## config.mk

```make
export PLATFORM = sky130hd
export DESIGN_NAME = instr_encoder
export DESIGN_NICKNAME = d
export VERILOG_FILES = /design/src/rtl/instr_encoder.sv
export SDC_FILE = /design/constraint.sdc
export NUM_CORES = 1
export LEC_CHECK = 0
export ABC_AREA = 1
export BUFFER_PORTS_ARGS = -buffer_cell sky130_fd_sc_hd__buf_2
export CAP_MARGIN = 20
export CORE_AREA = 5 5 94 118
export CTS_CLUSTER_DIAMETER = 40
export DETAILED_ROUTE_END_ITERATION = 8
export DIE_AREA = 0 0 99 123
export GPL_TIMING_DRIVEN = 0
export PLACE_DENSITY = 0.54
export SLEW_MARGIN = 0
export SYNTH_ARGS = -nofsm -noshare
export SYNTH_HDL_FRONTEND = slang
export SYNTH_SLANG_ARGS = --single-unit
```

## constraint.sdc

```tcl
create_clock -name clk -period 2.4 [get_ports clk]
set_input_delay 0.12 -clock clk [delete_from_list [all_inputs] [get_ports clk]]
set_output_delay 0.12 -clock clk [all_outputs]
set_load 0.02 [all_outputs]
```

## src/rtl/instr_encoder.sv

```systemverilog
// instr_encoder: turns instruction descriptions into 16-bit program words with sequential addresses.
// Ports:
//   clk, reset_n           clock and asynchronous active-low reset
//   in_valid/in_ready      request handshake; in_op, in_imm_mode, in_rdest, in_rsrc, in_imm describe it
//   out_valid/out_ready    word handshake; out_word is the encoded word stored at out_addr
//   err                    one-cycle pulse after an unencodable request is accepted
module instr_encoder (
    input  logic        clk,
    input  logic        reset_n,
    input  logic        in_valid,
    output logic        in_ready,
    input  logic [3:0]  in_op,
    input  logic        in_imm_mode,
    input  logic [3:0]  in_rdest,
    input  logic [3:0]  in_rsrc,
    input  logic [15:0] in_imm,
    output logic        out_valid,
    input  logic        out_ready,
    output logic [15:0] out_word,
    output logic [7:0]  out_addr,
    output logic        err
);
    typedef enum logic [1:0] {IDLE, EMIT_HI, EMIT_LAST} state_t;
    state_t      state_q;
    logic [15:0] word_q, lo_q;
    logic [7:0]  addr_q;
    logic        err_q;
    logic [3:0]  ext;
    logic        sext_ok, zext_ok, imm_ok, ok, two;
    logic [15:0] single, hi, lo;
    logic        accept, xfer;
    always_comb begin
        ext = 4'b0000;
        case (in_op)
            4'd0: ext = 4'b0101;
            4'd1: ext = 4'b1001;
            4'd2: ext = 4'b1110;
            4'd3: ext = 4'b0010;
            4'd4: ext = 4'b1011;
            4'd5: ext = 4'b0001;
            4'd6: ext = 4'b0011;
            4'd7: ext = 4'b1101;
            4'd8: ext = 4'b0100;
            4'd9: ext = 4'b0110;
            default: ext = 4'b0000;
        endcase
    end
    // Arithmetic immediates are sign-extended from 8 bits, logical ones zero-extended.
    assign sext_ok = (&in_imm[15:7]) | ~(|in_imm[15:7]);
    assign zext_ok = ~(|in_imm[15:8]);
    always_comb begin
        imm_ok = 1'b0;
        case (in_op)
            4'd0, 4'd1, 4'd2, 4'd4: imm_ok = sext_ok;
            4'd3, 4'd5, 4'd6:       imm_ok = zext_ok;
            4'd7:                   imm_ok = 1'b1;
            4'd8:                   imm_ok = ~(|in_imm[15:4]);
            default:                imm_ok = 1'b0;
        endcase
    end
    assign ok  = (in_op <= 4'd9) & (~in_imm_mode | imm_ok);
    // A wide MOV immediate splits into LUI (upper byte) followed by ORI (lower byte).
    assign two = in_imm_mode & (in_op == 4'd7) & ~zext_ok;
    assign hi  = {4'b1111, in_rdest, in_imm[15:8]};
    assign lo  = {4'b0010, in_rdest, in_imm[7:0]};
    assign single = !in_imm_mode ? {(in_op >= 4'd8) ? 4'b1000 : 4'b0000, in_rdest, ext, in_rsrc}
                  : (in_op == 4'd8) ? {4'b1000, in_rdest, 4'b0000, in_imm[3:0]}
                  : {ext, in_rdest, in_imm[7:0]};
    assign in_ready  = (state_q == IDLE) | ((state_q == EMIT_LAST) & out_ready);
    assign out_valid = (state_q != IDLE);
    assign accept    = in_valid & in_ready;
    assign xfer      = out_valid & out_ready;
    assign out_word  = word_q;
    assign out_addr  = addr_q;
    assign err       = err_q;
    always_ff @(posedge clk or negedge reset_n) begin
        if (!reset_n) begin
            state_q <= IDLE;
            word_q  <= 16'h0000;
            lo_q    <= 16'h0000;
            addr_q  <= 8'h00;
            err_q   <= 1'b0;
        end else begin
            err_q <= 1'b0;
            if (xfer) addr_q <= addr_q + 8'd1;
            if (state_q == EMIT_HI) begin
                if (out_ready) begin
                    state_q <= EMIT_LAST;
                    word_q  <= lo_q;
                end
            end else if (accept) begin
                if (!ok) begin
                    state_q <= IDLE;
                    err_q   <= 1'b1;
                end else if (two) begin
                    state_q <= EMIT_HI;
                    word_q  <= hi;
                    lo_q    <= lo;
                end else begin
                    state_q <= EMIT_LAST;
                    word_q  <= single;
                end
            end else if (state_q == EMIT_LAST && out_ready) begin
                state_q <= IDLE;
            end
        end
    end
endmodule

```

# After elaboration in Yosys (flattened, before gate mapping)

Memories as Yosys holds them, arrays and structs flattened.
Cells that the tools add are included.

Equal/unequal tests: 11
Add/subtract/negate cells: 1
Magnitude comparators: 2
Reductions and logical operators: 16
Bitwise gates (word level): 14
Mux-type cells: 18

Operators by type and width:

| cell                                                      | number |
|---|---|
| two-way mux 16 bit                                        | 7 |
| == test 4 x 3 -> 1 bit (second input constant)            | 4 |
| two-way mux 2 bit                                         | 6 |
| OR reduction 12 bit                                       | 1 |
| AND reduction 9 bit                                       | 1 |
| OR reduction 9 bit                                        | 1 |
| adder 8 x 1 -> 8 bit (second input constant)              | 1 |
| == test 4 x 2 -> 1 bit (second input constant)            | 2 |
| OR reduction 8 bit                                        | 1 |
| bitwise AND 1 bit                                         | 6 |
| nonzero test 2 bit                                        | 3 |
| NOT 1 bit                                                 | 5 |
| == test 4 x 1 -> 1 bit (second input constant)            | 1 |
| == test 4 bit (second input constant)                     | 1 |
| greater-or-equal comparator 4 bit (second input constant) | 1 |
| less-or-equal comparator 4 bit (second input constant)    | 1 |
| logical NOT 4 bit                                         | 1 |
| two-way mux 4 bit                                         | 1 |
| case mux 1 bit (4 select lines)                           | 1 |
| AND reduction 4 bit                                       | 1 |
| OR reduction 4 bit                                        | 1 |
| two-way mux 1 bit                                         | 3 |
| OR 1 bit                                                  | 3 |
| AND reduction 3 bit                                       | 1 |
| other kinds (8)                                           | 8 |

Logic and storage cells: 68
ROM bits: 64
Memories: 1
Input bits: 33
Register bits after elaboration: 40

Memories:

| memory           | depth | bits a word | rd ports | clocked after memory_dff | wr ports | line | RTL |
|---|---|---|---|---|---|---|---|
| (name not given) | 16    | 4           | 1        | 0                        | 0        | 34   | `case (in_op)` |

# Longest topological paths before layout

Word-level depth: 9
Gate-level depth with buffers: 13

# Least setup slack after synthesis

Ideal clock, no wire load.

Path type: reg2reg
Start point: register state_q[1]
End point: register lo_q[8]
Data required time: 2.275 ns
Arrival time: 1.455 ns
Path buffers: 2
Path slack: 0.820 ns
Cell stages (with the launch flop): 7
Library setup time: 0.125 ns
Cell sequence: dfrtp_1 a21oi_2 and2_1 buf_2 nand2_4 buf_6 mux2_4

Word-level cells in the longest chain between the ends: 5

Ends and longest elaborated chain:

| what                                   | line | RTL |
|---|---|---|
| from (decl)                            | 24   | `state_t state_q;` |
| from (signal assigned)                 | 78   | `state_q <= IDLE;` |
| from (signal assigned)                 | 88   | `state_q <= EMIT_LAST;` |
| from (signal assigned)                 | 93   | `state_q <= IDLE;` |
| == test 2 bit                          | 69   | `assign in_ready = (state_q == IDLE) \| ((state_q == EMIT_LAST) & out_ready);` |
| bitwise AND 1 bit                      | 69   |  |
| OR 1 bit *                             | 69   |  |
| net in_ready                           | 11   | `output logic in_ready,` |
| bitwise AND 1 bit *                    | 71   | `assign accept = in_valid & in_ready;` |
| AND reduction 4 bit (no source line) * | n/a  |  |
| to (signal assigned)                   | 98   | `lo_q <= lo;` |
| to (decl)                              | 25   | `logic [15:0] word_q, lo_q;` |

The timed path passes the listed nets; every way through them passes the cells marked *.
A chain may end at the register's enable or synchronous reset.

# Worst setup path in the final report

Start point: register state_q[1]
End point: register word_q[5] (netlist: out_word[5])

Word-level cells in the longest chain between the ends: 6

Ends and longest elaborated chain:

| what                                 | line | RTL |
|---|---|---|
| == test 2 bit                        | 69   |  |
| bitwise AND 1 bit                    | 69   |  |
| OR 1 bit                             | 69   |  |
| bitwise AND 1 bit                    | 71   |  |
| nonzero test 2 bit (no source line)  | n/a  |  |
| AND reduction 3 bit (no source line) | n/a  |  |
| to (signal assigned)                 | 89   | `word_q <= lo_q;` |
| to (signal assigned)                 | 97   | `word_q <= hi;` |
| to (signal assigned)                 | 101  | `word_q <= single;` |
| to (decl)                            | 25   |  |

Parallel ways exist; a longest one is shown, timed or not.

==> qor.csv <==
metric,value,unit
post-synthesis sequential area ratio,41.4,%
detailed-route DRC error count,0,
clk root buf,clkbuf_16,
Max Cap Viol,0,
Post-CTS Hold Buffers,0,
clock tree buffer depth,2,
Die Ht,123,µm
clock-pin slew on the worst setup and hold paths,0.05,ns
Global Route met1 Usage,13.7,%
CP max stage cell,dfrtp_1,
"area leader, netlist",dfrtp_1,
Worst Path Required,2.57,ns
Clock Skew,0.00616,ns
switching share of power,33.7,%
Tot GR Track Use,11.3,%
Post-Synthesis Cell Area,2420,µm²
Combinational Power Share,29.3,%
via/cell ratio,4.32,
initial DRC count,96,
clock latency on the worst-skew pair,0.28,ns
Mapped Nets,364,
Top delay family on crit path,buffers and inverters,
Setup CP Type,reg -> reg,
met3 Resource Use GR,1.75,%
violated checks,hold timing,
final setup TNS,0,ns
Synth Area per Inst,7.41,µm²
crit-path most repeated cell,nand2_1,
Worst Setup End Kind,flip-flop,
Final Max Tran Viols,0,
first-pass GRT wire length,11.0,mm
initial antenna violation count,1,
Final Setup Violations,0,
Synth warnings,0,
Internal,1500,µW
Least-Margin Pin Slew,0.912,ns
Leakage Power,0.00165,µW
GR peak layer,met2,
drt first pass iters,4,
fin crit share,72.6,%
R2R cell count,7,
DIE AREA,12200,µm²
RR Startpoint,state_q[1],
Tot Pwr,2260,µW
met2 Use GR,19.3,%
WP buf/inv,3,
Clock Power Share,29.3,%
postcts setup bufs,0,
I/O pin total,60,
Reg area,1000,µm²
Multi-input gate area,1190,µm²
detailed placement HPWL,5.23,mm
Hold WC Path Type,in -> async,
Rows,41,
Critical Path AT,1.91,ns
Initial Util,24.4,%
post-route ant nets,0,
Worst Hold Slack,-0.0294,ns
Setup crit start kind,flip-flop,
H-tree depth,2,
CP max stage delay,0.38,ns
RSZ-0062 raised after global routing,no,
chip width,99,µm
CTS tree,done,
Slew HR,39.2,%
share of cells above drive strength 1,23.0,%
IO Port Bufs,58,
crit path cell chain,inv_1 > nand2_1 > nor2_1 > clkinv_1 > buf_2 > nand3_1 > nand2_1,
PostCTS Resize Cnt,0,
maximum VDD drop,0.000237,V
synth top area cells,"dfrtp_1, nand2_1, nand3_1",
vias in the first global route,2318,
crit path max fanout,10,
Synth-to-Final Area Change,24.9,%
Post-Syn Instances,326,
core area,9900,µm²
Reg2Reg Setup Slack,0.66,ns
# clock sinks,40,
Final nets,429,
Yosys top cell area share,41.4,%
Num CTS Buffers,5,
"wirelength, routed",6.60,mm
Flop pwr share,41.4,%
f_max,574,MHz
Avg WL per Cell,12.6,µm
Final min period,1.74,ns
Fin. Hold Viols,40,
status,"finished, violations left",
count of cell types in the netlist,36,
Synth Register Bits,40,
Switch Pwr,762,µW
Pwr Density,750,nW/µm²
Reg-to-Reg End,out_word[5],
GPL Wtd Cong,0.833,
"Remaining Overflow, GRT",0,
fill cell count,1084,
via count,2257,
largest net degree at the start of global routing,41,
==> cell usage in the layout (no fill, tap or decap), types with 2 or more instances in the layout <==
cell	Yosys	layout
mux2_2	3	3
o21ai_0	20	20
nor3_1	5	5
a21oi_1	6	6
nand2_1	118	118
clkbuf_1	3	5
nor2_4	2	2
and2_1	2	2
nand3b_1	2	2
xor2_1	4	4
o211ai_1	4	4
dfrtp_1	40	40
clkbuf_16	0	5
xnor2_1	2	2
buf_4	2	2
buf_6	4	4
buf_2	2	60
nand2_4	3	3
nand3_1	25	25
nor2_1	25	25
inv_1	33	33
ha_1	5	5
mux2_4	2	2
==> per-layer routing <==
layer	wire length, µm	up-vias
met3	191	9
met1	2970	1051
met2	3290	43
met5	0	-
met4	141	0
li1	-	1154
==> area by class of cell <==
cell class,count,area share (%)
Antenna cell,1,0.0830
Buffer,12,2.86
Clock buffer,8,4.85
Inverter,36,4.56
Multi-Input combinational cell,238,39.5
Sequential cell,40,33.2
Tap cell,129,5.35
Timing Repair Buffer,58,9.62
==> through the flow <==
step | std cells | util (%) | instance area [µm²] | hold slack, ns | setup slack [ns]
final | 522 | 30.5 | 3020 | -0.0294 | 0.657
after global routing | 522 | 30.5 | 3020 | 0.0655 | 0.512
after CTS | 521 | 30.4 | 3010 | 0.00827 | 0.649
after detailed placement | 513 | 29.0 | 2870 | 0.308 | 0.664
after global placement | 513 | 29.0 | 2870 | 0.301 | 0.672
after floorplan | 326 | - | 2420 | -0.176 | 0.820
==> synthesized netlist by cell type, drive strengths merged <==
cell    instances
nand2         122
dfrtp          40
inv            35
nand3          27
nor2           27
o21ai          21
buf             8
a21oi           7
ha              5
mux2            5
nor3            5
clkbuf          4
o211ai          4
xor2            4
and2            2
nand3b          2
xnor2           2
clkinv          1
nand4           1
nor3b           1
o21bai          1
o22ai           1
or2             1
==> worst max path at each step <==
| stage | from | end | slack [ns] | cells past startpoint |
|---|---|---|---|---|
| after CTS | state_q[1] | out_word[7] | 0.65 | 7 |
| after global routing | state_q[1] | out_word[4] | 0.51 | 7 |
| after detailed placement | state_q[1] | out_word[7] | 0.66 | 7 |
| after floorplan | state_q[1] | lo_q[8] | 0.82 | 6 |
| after global placement | state_q[1] | out_word[14] | 0.67 | 7 |
| final | state_q[1] | out_word[5] | 0.66 | 7 |
==> cells by family (layout without fill, tap and decap cells) <==
| group | Yosys count | after routing | share of synthesized area [%] |
|---|---|---|---|
| compound gates | 34 | 34 | 7.77 |
| xor+xnor | 6 | 6 | 2.18 |
| fa+ha+maj | 5 | 5 | 2.59 |
| buf+inv | 48 | 114 | 9.27 |
| flops | 40 | 40 | 41.4 |
| mux | 5 | 5 | 2.64 |
| other cells | 0 | 1 | 0 |
| simple gates | 188 | 188 | 34.1 |
==> flip-flops by register name, summed over array words and instances, names as in the netlist <==
name	count
out_word	16
lo_q	13
out_addr	8
state_q	2
err	1
==> power groups by stage <==
stage               sequential, µW  clock, µW  combinational [µW]
global placement               943          0                 668
global route                   960        717                 744
CTS                            939        686                 679
floorplan                     1080          0                 290
finish                         936        663                 663
detailed placement             951          0                 675
(Power assumes the default switching activity.)
